## src/rtl/sram_bus_master.sv

```systemverilog
`default_nettype none
// ============================================================================
// Module   : sram_bus_master
// Brief    : Single-transaction asynchronous SRAM bus master with programmable
//            setup / strobe / hold timing; all outputs registered.
// Revision : 1.0 - initial release
// ============================================================================
module sram_bus_master #(
    parameter int DW         = 15,
    parameter int AW         = 11,
    parameter int SETUP_CYC  = 1,
    parameter int STROBE_CYC = 3,
    parameter int HOLD_CYC   = 1
) (
    input  logic          clk,
    input  logic          reset,
    input  logic          req,
    input  logic          rnw,
    input  logic [AW:0]   req_addr,
    input  logic [DW:0]   req_wdata,
    output logic          busy,
    output logic          done,
    output logic [DW:0]   rdata,
    output logic [AW:0]   addr,
    output logic [DW:0]   data_out,
    output logic          data_oe,
    input  logic [DW:0]   data_in,
    output logic          ncs,
    output logic          nwe,
    output logic          noe
);

    localparam logic [1:0] S_IDLE   = 2'd0;
    localparam logic [1:0] S_SETUP  = 2'd1;
    localparam logic [1:0] S_STROBE = 2'd2;
    localparam logic [1:0] S_HOLD   = 2'd3;

    localparam logic [3:0] C_SETUP  = 4'(SETUP_CYC);
    localparam logic [3:0] C_STROBE = 4'(STROBE_CYC);
    localparam logic [3:0] C_HOLD   = 4'(HOLD_CYC);

    logic [1:0]  state_q,    state_d;
    logic [3:0]  cnt_q,      cnt_d;
    logic        rnw_q,      rnw_d;
    logic        busy_q,     busy_d;
    logic        done_q,     done_d;
    logic [DW:0] rdata_q,    rdata_d;
    logic [AW:0] addr_q,     addr_d;
    logic [DW:0] data_out_q, data_out_d;
    logic        data_oe_q,  data_oe_d;
    logic        ncs_q,      ncs_d;
    logic        nwe_q,      nwe_d;
    logic        noe_q,      noe_d;

    logic        last_cyc;
    assign last_cyc = (cnt_q == 4'd1);

    // Output values for the next state are computed here so every pin comes
    // straight from a flop and changes exactly once per state transition.
    always_comb begin
        state_d    = state_q;
        cnt_d      = cnt_q;
        rnw_d      = rnw_q;
        busy_d     = busy_q;
        done_d     = 1'b0;
        rdata_d    = rdata_q;
        addr_d     = addr_q;
        data_out_d = data_out_q;
        data_oe_d  = data_oe_q;
        ncs_d      = ncs_q;
        nwe_d      = nwe_q;
        noe_d      = noe_q;

        case (state_q)
            S_IDLE: begin
                if (req) begin
                    state_d    = S_SETUP;
                    cnt_d      = C_SETUP;
                    rnw_d      = rnw;
                    addr_d     = req_addr;
                    data_out_d = req_wdata;
                    data_oe_d  = ~rnw;
                    ncs_d      = 1'b0;
                    busy_d     = 1'b1;
                end
            end
            S_SETUP: begin
                if (last_cyc) begin
                    state_d = S_STROBE;
                    cnt_d   = C_STROBE;
                    nwe_d   = rnw_q;
                    noe_d   = ~rnw_q;
                end else begin
                    cnt_d = cnt_q - 4'd1;
                end
            end
            S_STROBE: begin
                if (last_cyc) begin
                    state_d = S_HOLD;
                    cnt_d   = C_HOLD;
                    nwe_d   = 1'b1;
                    noe_d   = 1'b1;
                    if (rnw_q) begin
                        rdata_d = data_in;
                    end
                end else begin
                    cnt_d = cnt_q - 4'd1;
                end
            end
            S_HOLD: begin
                if (last_cyc) begin
                    state_d   = S_IDLE;
                    cnt_d     = 4'd0;
                    ncs_d     = 1'b1;
                    data_oe_d = 1'b0;
                    busy_d    = 1'b0;
                    done_d    = 1'b1;
                end else begin
                    cnt_d = cnt_q - 4'd1;
                end
            end
            default: begin
                state_d   = S_IDLE;
                cnt_d     = 4'd0;
                ncs_d     = 1'b1;
                nwe_d     = 1'b1;
                noe_d     = 1'b1;
                data_oe_d = 1'b0;
                busy_d    = 1'b0;
            end
        endcase
    end

    always_ff @(posedge clk) begin
        if (reset) begin
            state_q    <= S_IDLE;
            cnt_q      <= 4'd0;
            rnw_q      <= 1'b0;
            busy_q     <= 1'b0;
            done_q     <= 1'b0;
            rdata_q    <= '0;
            addr_q     <= '0;
            data_out_q <= '0;
            data_oe_q  <= 1'b0;
            ncs_q      <= 1'b1;
            nwe_q      <= 1'b1;
            noe_q      <= 1'b1;
        end else begin
            state_q    <= state_d;
            cnt_q      <= cnt_d;
            rnw_q      <= rnw_d;
            busy_q     <= busy_d;
            done_q     <= done_d;
            rdata_q    <= rdata_d;
            addr_q     <= addr_d;
            data_out_q <= data_out_d;
            data_oe_q  <= data_oe_d;
            ncs_q      <= ncs_d;
            nwe_q      <= nwe_d;
            noe_q      <= noe_d;
        end
    end

    assign busy     = busy_q;
    assign done     = done_q;
    assign rdata    = rdata_q;
    assign addr     = addr_q;
    assign data_out = data_out_q;
    assign data_oe  = data_oe_q;
    assign ncs      = ncs_q;
    assign nwe      = nwe_q;
    assign noe      = noe_q;

endmodule
`default_nettype wire

```

## config.mk

```make
export PLATFORM = sky130hd
export DESIGN_NAME = sram_bus_master
export DESIGN_NICKNAME = d
export VERILOG_FILES = /design/src/rtl/sram_bus_master.sv
export SDC_FILE = /design/constraint.sdc
export NUM_CORES = 1
export LEC_CHECK = 0
export CAP_MARGIN = 20
export CORE_UTILIZATION = 40
export DETAILED_ROUTE_END_ITERATION = 10
export PLACE_DENSITY = 0.83
export SLEW_MARGIN = 20
export SYNTH_ARGS = -nofsm -noshare
export SYNTH_HDL_FRONTEND = slang
export SYNTH_SLANG_ARGS = --single-unit
export TNS_END_PERCENT = 50
```

## constraint.sdc

```tcl
create_clock -name clk -period 2 [get_ports clk]
set_clock_uncertainty 0.15 [all_clocks]
set_input_delay 0.3 -clock clk [delete_from_list [all_inputs] [get_ports clk]]
set_output_delay 0.3 -clock clk [all_outputs]
set_load 0.01 [all_outputs]
```

-- Yosys cells after proc, flatten, opt, wreduce, memory -nomap -nowiden
Index checks and enable logic that the tools add are counted.
W data, S select, Z words.
- register bits: 57
- bits of input ports: 48
- output and inout bits: 50
- logic and storage cells: 56
- add/subtract/negate cells: 1
- equality and inequality tests: 8
- multiplexer cells: 23
- bitwise operators: 3
- reduce and logical (&&, ||, !) cells: 9
- operators by type and width (kind ; count):
    $mux W4 ; 4
    $pmux W4 S4 ; 1
    $pmux W1 S2 ; 5
    $reduce_and A3 Y1 ; 3
    $mux W1 ; 8
    $mux W2 ; 4
    $ne A2 B2 Y1 const B ; 4
    $pmux W2 S4 ; 1
    $eq A2 B2 Y1 const B ; 2
    $eq A4 B1 Y1 const B ; 1
    $reduce_and A4 Y1 ; 1
    $reduce_bool A2 Y1 ; 2
    $sub A4 B1 Y4 const B ; 1
    $not A1 Y1 ; 3
    $eq A2 B1 Y1 const B ; 1
    $logic_not A2 Y1 ; 1
    $reduce_and A2 Y1 ; 1
    $reduce_or A2 Y1 ; 1

-- Longest topological paths before layout
- word-level depth: 3
- mapped depth: 7
- mapped depth without buffers: 5

-- Worst setup path before layout
No wires, ideal clock.
- kind: register to register
- start: register cnt_q[1]
- end: register cnt_q[1]
- library setup time: 0.079 ns
- data arrival time: 1.537 ns
- required time: 1.771 ns
- slack: 0.234 ns
- cell stages (with the launch flop): 7
- buffers on the path: 1
- period minus slack after synthesis: 1.766 ns
- cells stage by stage: dfxtp_1 inv_1 ha_1 or3b_4 buf_6 a221o_1 a211oi_2
- word-level cells in the longest chain between the ends: 3
- elaborated cells on any way between the ends: 6
- those cells by class: add/sub: 1; eq/ne: 1; mux: 4
- RTL lines (element ; RTL line ; source):
    start, declared ; 43 ; logic [3:0] cnt_q, cnt_d;
    start signal, assigned ; 150 ; cnt_q <= cnt_d;
    $sub A4 B1 Y4 or $eq A4 B1 Y1 (tied branches) ; -- ;
    $mux W4, on equally long branches ; 111, 88, 98 ;
    $pmux W4 S4 (*) ; 74 ; case (state_q)
Every way passes the cells marked *; elsewhere a longest branch is shown, timed or not.
A chain may end at the register's enable or synchronous reset.

-- Worst setup path in the final report
- start: register state_q[0]
- end: register state_q[1]
- word-level cells in the longest chain between the ends: 3
- elaborated cells on any way between the ends: 10
- those cells by class: eq/ne: 7; mux: 1; reduce/logical: 2
- RTL lines (element ; RTL line ; source):
    start, declared ; 42 ; logic [1:0] state_q, state_d;
    start signal, assigned ; 149 ; state_q <= state_d;
    $eq A2 B1 Y1, or another cell as far along ; 74 ;
    $ne A2 B2 Y1 (no line) ; -- ;
    $reduce_and A4 Y1 (no line) ; -- ;
Parallel ways exist; a longest one is shown, timed or not.

==> results.json <==
{
  "fin_crit_sh_pct": 94.28,
  "grt_max_degree": 43,
  "p_leak_nw": 1.393,
  "routed_wl_mm": 5.861,
  "drv_cap": 0,
  "die_x_um": 79.96,
  "crit_family": "simple AND/OR/NAND/NOR gates",
  "crit_path_top_delay_cell": "or3_1",
  "powerDensity_mw_per_mm2": 1147,
  "synth_fa_ha_area_share_pct": 3.603,
  "cts_buffer_depth": 2,
  "rows": 28,
  "worst_pin_slew_ps": 325.6,
  "seq_area_frac_synth_pct": 46.94,
  "whs_path_depth": 2,
  "cts_tree": "done",
  "cts.clk_slew.worst_paths_ps": 70,
  "hold_class": "in2reg",
  "period_needed_ps": 1886,
  "core-area_sq_mm": 0.005886,
  "r2r-start": "state_q[0]",
  "finalNonFillerCells": 453,
  "netlist_area_sq_mm": 0.002431,
  "die_h_um": 79.96,
  "rsz0062_at_grt": "false",
  "ant_nets": 0,
  "grt_usage_pct": 19.53,
  "grt_pass1_wl_mm": 9.508,
  "crit_path_end_kind": "register",
  "worstPathCellList": "inv_1 > ha_1 > or3_1 > a21oi_2 > mux2i_1",
  "cp.required_ps": 2110,
  "tns_ps": 0,
  "num_vias": 2221,
  "drt-vias-per-instance": 4.903,
  "crit_fanout": 7,
  "drive_above_1_share_pct": 7.143,
  "initial_core_util_pct": 41.31,
  "multi_input_area_sq_mm": 0.001186,
  "dpl_cell_area_sq_mm": 0.003490,
  "critical_path_buf_inv_count": 1,
  "dr.pass1.iters": 4,
  "setup_violations": 0,
  "synthMuxAreaShare_pct": 7.411,
  "wire_per_inst_um": 12.94,
  "worstSetupPathType": "reg2reg",
  "synth_xor_xnor_area_share_pct": 0,
  "run_status": "completed",
  "r2r_slack_ps": 110,
  "startpoint_type": "register",
  "relSlewSlack_pct": 77.73,
  "arrival_ps": 1990,
  "io_pins": 98,
  "antenna_found_initial": 0,
  "hold_viol": 0,
  "max_stage_delay_ps": 470,
  "drt_iter0_markers": 70,
  "synth_seq_cells": 57,
  "grt_pass1_vias": 2149,
  "dpl.cell_count": 437,
  "dpl.hpwl_mm": 4.156,
  "area_growth_pct": 54.40,
  "syn_area_per_cell_sq_um": 8.840,
  "synth_top_family_by_area": "simple AND/OR/NAND/NOR gates",
  "synthCells": 275,
  "synth_nets": 330,
  "cts_root_buf": "clkbuf_8",
  "fmax_ghz": 0.5303,
  "n_fill_cell": 512,
  "yosysWarnings": 0,
  "cp-startpoint": "state_q[0]",
  "rr_endpoint": "state_q[1]",
  "r2r_cells": 5,
  "diodes": 0,
  "post-route-util_pct": 63.78,
  "cts_max_level": 3,
  "die-area_sq_mm": 0.006394,
  "ir_worst_vdd_v": 0.0005423,
  "numCtsBuffers": 9,
  "whs_endpoint": "busy",
  "drc_errors": 0,
  "port-buffer-count": 97,
  "ys_types": 34,
  "finalNetCount": 428,
  "final_cell_area_sq_mm": 0.003754,
  "post_cts_buffers": 0,
  "register_area_sq_mm": 0.001141,
  "hp-start": "reset",
  "maxSlewViolCount": 0,
  "synth-compound-area-share_pct": 12.56,
  "clock-sinks": 57,
  "insertion_delay_ps": 330,
  "gp_congestion": 0.7465,
  "grt-ovfl-total": 0,
  "synthSimpleGateAreaFrac_pct": 25.01
}
state kept, by name, summed over array words and instances (netlist names):
signal / cells
data_oe: 1
cnt_q: 4
noe: 1
done: 1
addr: 12
state_q: 2
rnw_q: 1
busy: 1
nwe: 1
rdata: 16
ncs: 1
data_out: 16
worst reg2reg max path: cells and delay by family, from the launching register on:
family	cells	cell delay [ps]
mux	1	200
buf+inv	1	110
fa+ha+maj	1	280
flops	1	380
compound gates	1	240
simple gates	1	470
layout make-up:
cell class | instances | share of cell area (%)
inverter | 6 | 0.6000
clock buffer | 11 | 3.500
multi-input combinational | 194 | 31.60
tap | 75 | 2.500
sequential | 57 | 30.40
timing repair buffer | 105 | 28.00
clock inverter | 5 | 3.400
metrics by stage:
stage               worst slack, ps  hold WS [ps]  total power [mW]
floorplan                     234.1         286.0             2.300
global placement              165.8         291.0             2.856
detailed placement            78.24         299.0             2.912
CTS                           62.18         175.8             4.330
global route                  10.77         212.4             4.561
finish                        114.5         194.3             4.305
cells in the mapped netlist:
cell type / instances / area [sq um]
or3b_4: 1 / 11.26
nand2_1: 59 / 221.5
nor3b_1: 3 / 22.52
mux2i_1: 18 / 180.2
ha_1: 7 / 87.58
clkbuf_1: 15 / 56.30
a41oi_1: 1 / 8.760
a2bb2oi_1: 1 / 8.760
dfxtp_1: 57 / 1141
nor4b_1: 2 / 17.52
nand4_1: 1 / 6.260
nand3_1: 1 / 5.000
a221o_1: 1 / 10.01
nor4bb_1: 1 / 10.01
o21bai_1: 6 / 45.04
o41ai_1: 1 / 8.760
and2_1: 1 / 6.260
nand4b_1: 2 / 17.52
or2_2: 1 / 6.260
or3_1: 2 / 12.51
a21oi_1: 36 / 180.2
nor2_1: 2 / 7.510
nand3b_1: 1 / 7.510
a211oi_2: 1 / 12.51
o21ai_0: 1 / 5.000
buf_6: 2 / 22.52
inv_1: 6 / 22.52
nor2b_1: 1 / 6.260
o32ai_1: 1 / 8.760
nand2b_1: 37 / 231.5
a2111oi_0: 2 / 17.52
buf_4: 1 / 7.510
nor4_1: 2 / 12.51
and3_1: 1 / 6.260
cell usage in the layout (no fill, tap or decap), types with 2 or more instances in the layout:
master            n
nor3b_1           3
dfxtp_1          57
inv_1             6
clkbuf_8          9
nor4_1            2
nand4b_1          2
nand2b_1         37
clkdlybuf4s50_1  96
buf_12            2
bufinv_16         4
mux2i_1          18
or3_1             2
clkbuf_1          2
nor2_1            2
o21bai_1          6
nor4b_1           2
nand2_1          59
buf_4             6
ha_1              7
a21oi_1          35
where the power goes:
group / leakage (nW) / switching [mW] / internal [mW] / total [mW]
Clock: 0.124 / 0.450 / 0.955 / 1.40
Combinational: 0.804 / 0.754 / 0.716 / 1.47
Sequential: 0.465 / 0.113 / 1.32 / 1.43
cells by family (layout without fill, tap and decap cells):
group	Yosys count	count (layout)
AO/OA/AOI/OAI	51	51
AND/OR/NAND/NOR	118	118
flip-flops	57	57
adder cells (fa/ha/maj)	7	7
buffers and inverters	24	127
multiplexers	18	18
worst max path at each step:
| stage | end | depth (start not counted) |
|---|---|---|
| 3_5_place_dp | state_q[1] | 5 |
| 2_1_floorplan | cnt_q[1] | 6 |
| 3_3_place_gp | state_q[0] | 5 |
| 6_report | state_q[1] | 5 |
| 4_1_cts | state_q[1] | 5 |
| 5_1_grt | state_q[1] | 5 |
metal layers:
| metal | up-vias | track usage (%) | part of all wire (%) |
|---|---|---|---|
| li1 | 1118 | - | - |
| met1 | 1027 | 22.15 | 42 |
| met2 | 63 | 32.82 | 48 |
| met3 | 13 | 6.400 | 7.0 |
| met4 | 0 | 9.464 | 2.3 |
| met5 | - | 0 | 0 |
repair_timing:
action                                  in CTS  in global routing
endpoints found under the hold margin        0                  0
endpoints found under the setup margin       0                  3
hold buffers                                 0                  0
gates resized for setup                      0                  2
Note: power is estimated with default switching activity, not from simulation.
